===== src/rtl/mem_access_unit_if.sv =====
`default_nettype none
// ============================================================================
//  Module   : mem_access_unit_if
//  Purpose  : Request/response and datamem bus bundle for mem_access_unit.
//             master = pipeline/memory side, slave = the access unit.
//  Revision : 1.0  initial release
// ============================================================================
interface mem_access_unit_if #(
    parameter int ADDR_W = 10
);
    logic              req_valid;
    logic              req_ready;
    logic              req_write;
    logic [1:0]        req_size;
    logic              req_signed;
    logic [31:0]       req_addr;
    logic [31:0]       req_wdata;
    logic              resp_valid;
    logic [31:0]       resp_rdata;
    logic              resp_err;
    logic              readMem;
    logic              writeMem;
    logic [ADDR_W-1:0] R_addr;
    logic [ADDR_W-1:0] W_addr;
    logic [31:0]       W_data;
    logic [31:0]       R_data;

    modport master (
        output req_valid, req_write, req_size, req_signed, req_addr, req_wdata, R_data,
        input  req_ready, resp_valid, resp_rdata, resp_err,
        input  readMem, writeMem, R_addr, W_addr, W_data
    );

    modport slave (
        input  req_valid, req_write, req_size, req_signed, req_addr, req_wdata, R_data,
        output req_ready, resp_valid, resp_rdata, resp_err,
        output readMem, writeMem, R_addr, W_addr, W_data
    );
endinterface
`default_nettype wire


===== src/rtl/mem_access_unit.sv =====
`default_nettype none
// ============================================================================
//  Module   : mem_access_unit
//  Purpose  : Load/store initiator between the MEM stage and word-only
//             datamem. Byte/halfword stores use read-modify-write; loads are
//             lane-extracted and sign/zero-extended; misaligned accesses and
//             the reserved size return an error response.
//  Config   : MEM_ACCESS_SUBWORD_EN enables byte/half accesses; without it
//             only word accesses are legal.
//  Revision : 1.0  initial release
// ============================================================================
module mem_access_unit #(
    parameter int ADDR_W = 10
) (
    input  wire logic           clk,
    input  wire logic           rst,
    mem_access_unit_if.slave    bus
);

    typedef enum logic [2:0] {
        S_IDLE      = 3'd0,
        S_READ      = 3'd1,
        S_WRITE     = 3'd2,
`ifdef MEM_ACCESS_SUBWORD_EN
        S_RMW_READ  = 3'd3,
        S_RMW_WRITE = 3'd4,
`endif
        S_RESP      = 3'd5
    } state_t;

    localparam logic [1:0] c_SIZE_BYTE = 2'b00;
    localparam logic [1:0] c_SIZE_HALF = 2'b01;
    localparam logic [1:0] c_SIZE_WORD = 2'b10;

    state_t             r_state;
    logic               r_read_mem;
    logic               r_write_mem;
    logic [ADDR_W-1:0]  r_raddr;
    logic [ADDR_W-1:0]  r_waddr;
    logic [31:0]        r_wdata_out;
    logic               r_resp_valid;
    logic               r_resp_err;
    logic [31:0]        r_resp_rdata;

    logic               w_hs;
    logic               w_err;
    logic [ADDR_W-1:0]  w_index;
    logic [31:0]        w_load_data;

`ifdef MEM_ACCESS_SUBWORD_EN
    // Request fields only needed after the handshake for sub-word handling
    logic [ADDR_W-1:0]  r_index;
    logic [1:0]         r_size;
    logic [1:0]         r_off;
    logic               r_signed;
    logic [31:0]        r_wdata;
    logic [7:0]         w_byte;
    logic [15:0]        w_half;
    logic [31:0]        w_merge_data;
`endif

    // High address bits wrap by design; the sign flag matters only for sub-word loads
    logic w_unused_inputs;
`ifdef MEM_ACCESS_SUBWORD_EN
    assign w_unused_inputs = &{1'b0, bus.req_addr[31:ADDR_W+2]};
`else
    assign w_unused_inputs = &{1'b0, bus.req_addr[31:ADDR_W+2], bus.req_signed};
`endif

    assign bus.req_ready  = (r_state == S_IDLE);
    assign bus.readMem    = r_read_mem;
    assign bus.writeMem   = r_write_mem;
    assign bus.R_addr     = r_raddr;
    assign bus.W_addr     = r_waddr;
    assign bus.W_data     = r_wdata_out;
    assign bus.resp_valid = r_resp_valid;
    assign bus.resp_err   = r_resp_err;
    assign bus.resp_rdata = r_resp_rdata;

    assign w_hs    = bus.req_valid & (r_state == S_IDLE);
    assign w_index = bus.req_addr[ADDR_W+1:2];

    // Reject reserved size and misaligned addresses before any memory access
    always_comb begin
        w_err = 1'b0;
`ifdef MEM_ACCESS_SUBWORD_EN
        case (bus.req_size)
            c_SIZE_BYTE: w_err = 1'b0;
            c_SIZE_HALF: w_err = bus.req_addr[0];
            c_SIZE_WORD: w_err = (bus.req_addr[1:0] != 2'b00);
            default:     w_err = 1'b1;
        endcase
`else
        w_err = (bus.req_size != c_SIZE_WORD) || (bus.req_addr[1:0] != 2'b00);
`endif
    end

    // Lane extraction / extension for loads and lane merge for RMW stores
    always_comb begin
        w_load_data = bus.R_data;
`ifdef MEM_ACCESS_SUBWORD_EN
        w_byte       = bus.R_data[{r_off, 3'b000} +: 8];
        w_half       = bus.R_data[{r_off[1], 4'b0000} +: 16];
        w_merge_data = bus.R_data;
        case (r_size)
            c_SIZE_BYTE: begin
                w_load_data = {{24{r_signed & w_byte[7]}}, w_byte};
                w_merge_data[{r_off, 3'b000} +: 8] = r_wdata[7:0];
            end
            c_SIZE_HALF: begin
                w_load_data = {{16{r_signed & w_half[15]}}, w_half};
                w_merge_data[{r_off[1], 4'b0000} +: 16] = r_wdata[15:0];
            end
            default: begin
                w_load_data = bus.R_data;
            end
        endcase
`endif
    end

    // Control FSM; every bus output is a one-cycle registered pulse defaulting to 0
    always_ff @(posedge clk) begin
        if (rst) begin
            r_state      <= S_IDLE;
            r_read_mem   <= 1'b0;
            r_write_mem  <= 1'b0;
            r_raddr      <= '0;
            r_waddr      <= '0;
            r_wdata_out  <= '0;
            r_resp_valid <= 1'b0;
            r_resp_err   <= 1'b0;
            r_resp_rdata <= '0;
`ifdef MEM_ACCESS_SUBWORD_EN
            r_index      <= '0;
            r_size       <= '0;
            r_off        <= '0;
            r_signed     <= 1'b0;
            r_wdata      <= '0;
`endif
        end else begin
            r_read_mem   <= 1'b0;
            r_write_mem  <= 1'b0;
            r_raddr      <= '0;
            r_waddr      <= '0;
            r_wdata_out  <= '0;
            r_resp_valid <= 1'b0;
            r_resp_err   <= 1'b0;
            r_resp_rdata <= '0;
            case (r_state)
                S_IDLE: begin
                    if (w_hs) begin
`ifdef MEM_ACCESS_SUBWORD_EN
                        r_index  <= w_index;
                        r_size   <= bus.req_size;
                        r_off    <= bus.req_addr[1:0];
                        r_signed <= bus.req_signed;
                        r_wdata  <= bus.req_wdata;
`endif
                        if (w_err) begin
                            r_state      <= S_RESP;
                            r_resp_valid <= 1'b1;
                            r_resp_err   <= 1'b1;
                        end else if (!bus.req_write) begin
                            r_state    <= S_READ;
                            r_read_mem <= 1'b1;
                            r_raddr    <= w_index;
`ifdef MEM_ACCESS_SUBWORD_EN
                        end else if (bus.req_size != c_SIZE_WORD) begin
                            r_state    <= S_RMW_READ;
                            r_read_mem <= 1'b1;
                            r_raddr    <= w_index;
`endif
                        end else begin
                            r_state     <= S_WRITE;
                            r_write_mem <= 1'b1;
                            r_waddr     <= w_index;
                            r_wdata_out <= bus.req_wdata;
                        end
                    end
                end
                S_READ: begin
                    r_state      <= S_RESP;
                    r_resp_valid <= 1'b1;
                    r_resp_rdata <= w_load_data;
                end
                S_WRITE: begin
                    r_state      <= S_RESP;
                    r_resp_valid <= 1'b1;
                end
`ifdef MEM_ACCESS_SUBWORD_EN
                S_RMW_READ: begin
                    r_state     <= S_RMW_WRITE;
                    r_write_mem <= 1'b1;
                    r_waddr     <= r_index;
                    r_wdata_out <= w_merge_data;
                end
                S_RMW_WRITE: begin
                    r_state      <= S_RESP;
                    r_resp_valid <= 1'b1;
                end
`endif
                S_RESP: begin
                    r_state <= S_IDLE;
                end
                default: begin
                    r_state <= S_IDLE;
                end
            endcase
        end
    end

endmodule
`default_nettype wire


===== src/flat_wrapper.sv =====
// flat-port wrapper written by rule: the top's interface ports become plain ports
module mem_access_unit_flat 
#(
    parameter int ADDR_W = 10
)
  (clk, rst, bus_req_valid, bus_req_write, bus_req_size, bus_req_signed, bus_req_addr, bus_req_wdata, bus_R_data, bus_req_ready, bus_resp_valid, bus_resp_rdata, bus_resp_err, bus_readMem, bus_writeMem, bus_R_addr, bus_W_addr, bus_W_data);
  mem_access_unit_if #(.ADDR_W(ADDR_W)) bus_i ();
  input  wire logic clk;
  input  wire logic rst;
  input wire logic [$bits(bus_i.req_valid)-1:0] bus_req_valid;
  input wire logic [$bits(bus_i.req_write)-1:0] bus_req_write;
  input wire logic [$bits(bus_i.req_size)-1:0] bus_req_size;
  input wire logic [$bits(bus_i.req_signed)-1:0] bus_req_signed;
  input wire logic [$bits(bus_i.req_addr)-1:0] bus_req_addr;
  input wire logic [$bits(bus_i.req_wdata)-1:0] bus_req_wdata;
  input wire logic [$bits(bus_i.R_data)-1:0] bus_R_data;
  output wire logic [$bits(bus_i.req_ready)-1:0] bus_req_ready;
  output wire logic [$bits(bus_i.resp_valid)-1:0] bus_resp_valid;
  output wire logic [$bits(bus_i.resp_rdata)-1:0] bus_resp_rdata;
  output wire logic [$bits(bus_i.resp_err)-1:0] bus_resp_err;
  output wire logic [$bits(bus_i.readMem)-1:0] bus_readMem;
  output wire logic [$bits(bus_i.writeMem)-1:0] bus_writeMem;
  output wire logic [$bits(bus_i.R_addr)-1:0] bus_R_addr;
  output wire logic [$bits(bus_i.W_addr)-1:0] bus_W_addr;
  output wire logic [$bits(bus_i.W_data)-1:0] bus_W_data;
  assign bus_i.req_valid = bus_req_valid;
  assign bus_i.req_write = bus_req_write;
  assign bus_i.req_size = bus_req_size;
  assign bus_i.req_signed = bus_req_signed;
  assign bus_i.req_addr = bus_req_addr;
  assign bus_i.req_wdata = bus_req_wdata;
  assign bus_i.R_data = bus_R_data;
  assign bus_req_ready = bus_i.req_ready;
  assign bus_resp_valid = bus_i.resp_valid;
  assign bus_resp_rdata = bus_i.resp_rdata;
  assign bus_resp_err = bus_i.resp_err;
  assign bus_readMem = bus_i.readMem;
  assign bus_writeMem = bus_i.writeMem;
  assign bus_R_addr = bus_i.R_addr;
  assign bus_W_addr = bus_i.W_addr;
  assign bus_W_data = bus_i.W_data;
  mem_access_unit #(.ADDR_W(ADDR_W)) u_core (.clk(clk), .rst(rst), .bus(bus_i));
endmodule

===== config.mk =====
export PLATFORM = sky130hd
export DESIGN_NAME = mem_access_unit_flat
export DESIGN_NICKNAME = d
export VERILOG_FILES = /design/src/rtl/mem_access_unit_if.sv /design/src/rtl/mem_access_unit.sv /design/src/flat_wrapper.sv
export SDC_FILE = /design/constraint.sdc
export NUM_CORES = 1
export LEC_CHECK = 0
export ABC_AREA = 1
export CELL_PAD_IN_SITES_DETAIL_PLACEMENT = 1
export CELL_PAD_IN_SITES_GLOBAL_PLACEMENT = 1
export CORE_MARGIN = 1
export CORE_UTILIZATION = 45
export CTS_CLUSTER_DIAMETER = 120
export DETAILED_ROUTE_END_ITERATION = 10
export DONT_BUFFER_PORTS = 1
export PLACE_DENSITY = 0.77
export RECOVER_POWER = 25
export SLEW_MARGIN = 20
export SYNTH_ARGS = -nofsm -noshare
export SYNTH_HDL_FRONTEND = slang
export SYNTH_SLANG_ARGS = --single-unit

===== constraint.sdc =====
create_clock -name clk -period 2.95 [get_ports clk]
set_input_delay 0.59 -clock clk [delete_from_list [all_inputs] [get_ports clk]]
set_output_delay 0.59 -clock clk [all_outputs]
set_load 0.005 [all_outputs]

==> reports/results.tsv <==
metric	value	unit
fmax	617	MHz
Inst Count DP	357	
TritonCTS clock tree	done	
largest net degree at the start of global routing	45	
hold_ws	0.354	ns
Critical Setup Path Class	in2reg	
CP endpoint kind	flop	
worst-path fanout max	44	
final setup vio count	0	
Skew-Pair Late Insertion Delay	0.34	ns
Cell Area, Synth	2730	sq um
WL per Instance	13.8	um
Final period util	54.9	%
Pins Over Slew Limit	0	
I/O pins	192	
CTS Buf Count	9	
clk buf depth	2	
largest area contributor in the netlist	dfxtp_1	
Die W	79.9	um
status	completed	
setup total negative slack	0	ns
Antenna Cells	0	
CP arrival	1.87	ns
Synth area leaders	dfxtp_1, inv_1, nor2_2, nor2_1, buf_6	
Area growth syn-to-layout	8.84	%
worst-margin pin slew	0.746	ns
relative slew slack	50.2	%
core area	5890	sq um
post-DP HPWL	3940	um
clock share of power	36.7	%
#FFs+latches synth	91	
Post-CTS Hold Buffers	0	
layout cell share with drive strength beyond 1	19.5	%
Initial Util	46.4	%
Routed Antenna Nets	0	
design area	2970	sq um
Overall Global Routing Usage	15.6	%
Post-Syn Area per Cell	9.42	sq um
H-tree levels	3	
Die ar.	6390	sq um
Leak	1.53	nW
Startpoint Class	input port	
routability cong.	0.671	
Mapped Cells	290	
maximum vdd drop	0.297	mV
Int Power	1.73	mW
post_cts resized	0	
Logic pwr share	5.0	%
clock slew at reported path FFs	0.09	ns
Netlist cell types	13	
PD cells	757	nW/um^2
vias in the first global route	1602	
Synth top area share	66.7	%
pre-CTS WS	0.926	ns
synth warn	0	
P_sw	0.519	mW
total congestion overflow	0	
Finished Layout Cells	373	
fillers	689	
register area share after synthesis	66.7	%
post-layout util	50.5	%
Setup Skew	0.0121	ns
syn_nets	393	
unrepaired setup endpoints after global routing	false	
Post-DP Area	2770	sq um
Final Hold Fails	0	
Iter 0 DRT Violations	48	
clock root cell	clkbuf_8	
Post-CTS Setup Inserts	0	
row cnt	28	
first-pass GRT wire length	7360	um
IO Port Bufs	0	
WP data required	3.20	ns
nets	396	
Pre-antenna DRT Iters	5	
Clock Sinks	91	
Max Cap Viol	0	
switching share of power	23.1	%
WL final	5150	um
setup ws final	1.33	ns
Tmin final	1.62	ns
hold crit path type	in2reg	
Total Power	2.25	mW
die height	79.9	um
routed vias/inst	4.46	
Flop pwr share	58.3	%
initial antenna violation count	0	
DR DRC count	0	
via count	1663	
==> sequential cells by signal, summed over array words and instances (netlist names) <==
register	flops
u_core.r_state	3
u_core.bus.writeMem	1
u_core.bus.W_addr	10
u_core.bus.W_data	32
u_core.bus.R_addr	10
u_core.bus.resp_err	1
u_core.bus.readMem	1
u_core.bus.resp_valid	1
u_core.bus.resp_rdata	32
==> power by group through the flow <==
| stage | Clock (mW) | Sequential, mW | Combinational, mW |
|---|---|---|---|
| final | 0.826 | 1.31 | 0.111 |
| after global routing | 0.917 | 1.32 | 0.128 |
| after CTS | 0.852 | 1.31 | 0.115 |
| after detailed placement | 0 | 1.34 | 0.115 |
| after global placement | 0 | 1.34 | 0.107 |
| after floorplan | 0 | 1.33 | 0.0941 |
==> layout make-up <==
type / count / area (sq um) / area share (%)
flip-flops and latches: 91 / 1820 / 61.3
inverters: 86 / 323 / 10.9
multi-input cells: 105 / 532 / 17.9
well taps: 75 / 93.8 / 3.16
clock inverters: 5 / 62.6 / 2.10
clock buffers: 11 / 141 / 4.75
==> Yosys cell counts <==
cell / number
nor2_4: 2
nand4_1: 1
nand2_2: 1
inv_1: 86
nand3_1: 3
buf_6: 4
nor2_1: 49
nor2_2: 38
nand3_4: 1
dfxtp_1: 91
nand2_1: 10
clkbuf_1: 3
buf_2: 1
==> worst paths after layout <==
kind | start | end | slack (ns) | depth (start not counted)
max | bus_req_size[0] | u_core.bus.W_data[25] | 1.33 | 5
min | bus_R_data[8] | u_core.bus.resp_rdata[8] | 0.35 | 2
max reg2reg | u_core.r_state[2] | u_core.bus.W_data[25] | 1.33 | 5
min reg2reg | u_core.r_state[1] | u_core.r_state[0] | 0.63 | 3
==> worst max-delay path: stages <==
cell     delay [ns]
inv_1          0.03
nand2_1        0.04
nor2_1         0.32
nand3_4        0.60
nor2_2         0.26
==> layer usage <==
layer / up-vias / track usage (%) / part of all wire [%]
li1: 797 / - / -
met1: 748 / 15.4 / 36
met2: 106 / 27.1 / 51
met3: 12 / 6.40 / 10
met4: 0 / 9.46 / 2.2
met5: - / 0 / 0
==> placed cells by master, fill, tap and decap left out, drive strengths merged <==
| cell | netlist | final |
|---|---|---|
| clkinv | 0 | 2 |
| inv | 86 | 86 |
| bufinv | 0 | 1 |
| nand3 | 4 | 4 |
| dfxtp | 91 | 91 |
| nand2 | 11 | 11 |
| nor2 | 89 | 89 |
| clkinvlp | 0 | 2 |
| nand4 | 1 | 1 |
| clkbuf | 3 | 11 |
==> cell families after synthesis <==
kind of cell / share of synthesized area [%]
flops: 66.7
buf+inv: 14.1
simple gates: 19.3
No activity file was read; power rests on OpenSTA's default activity.
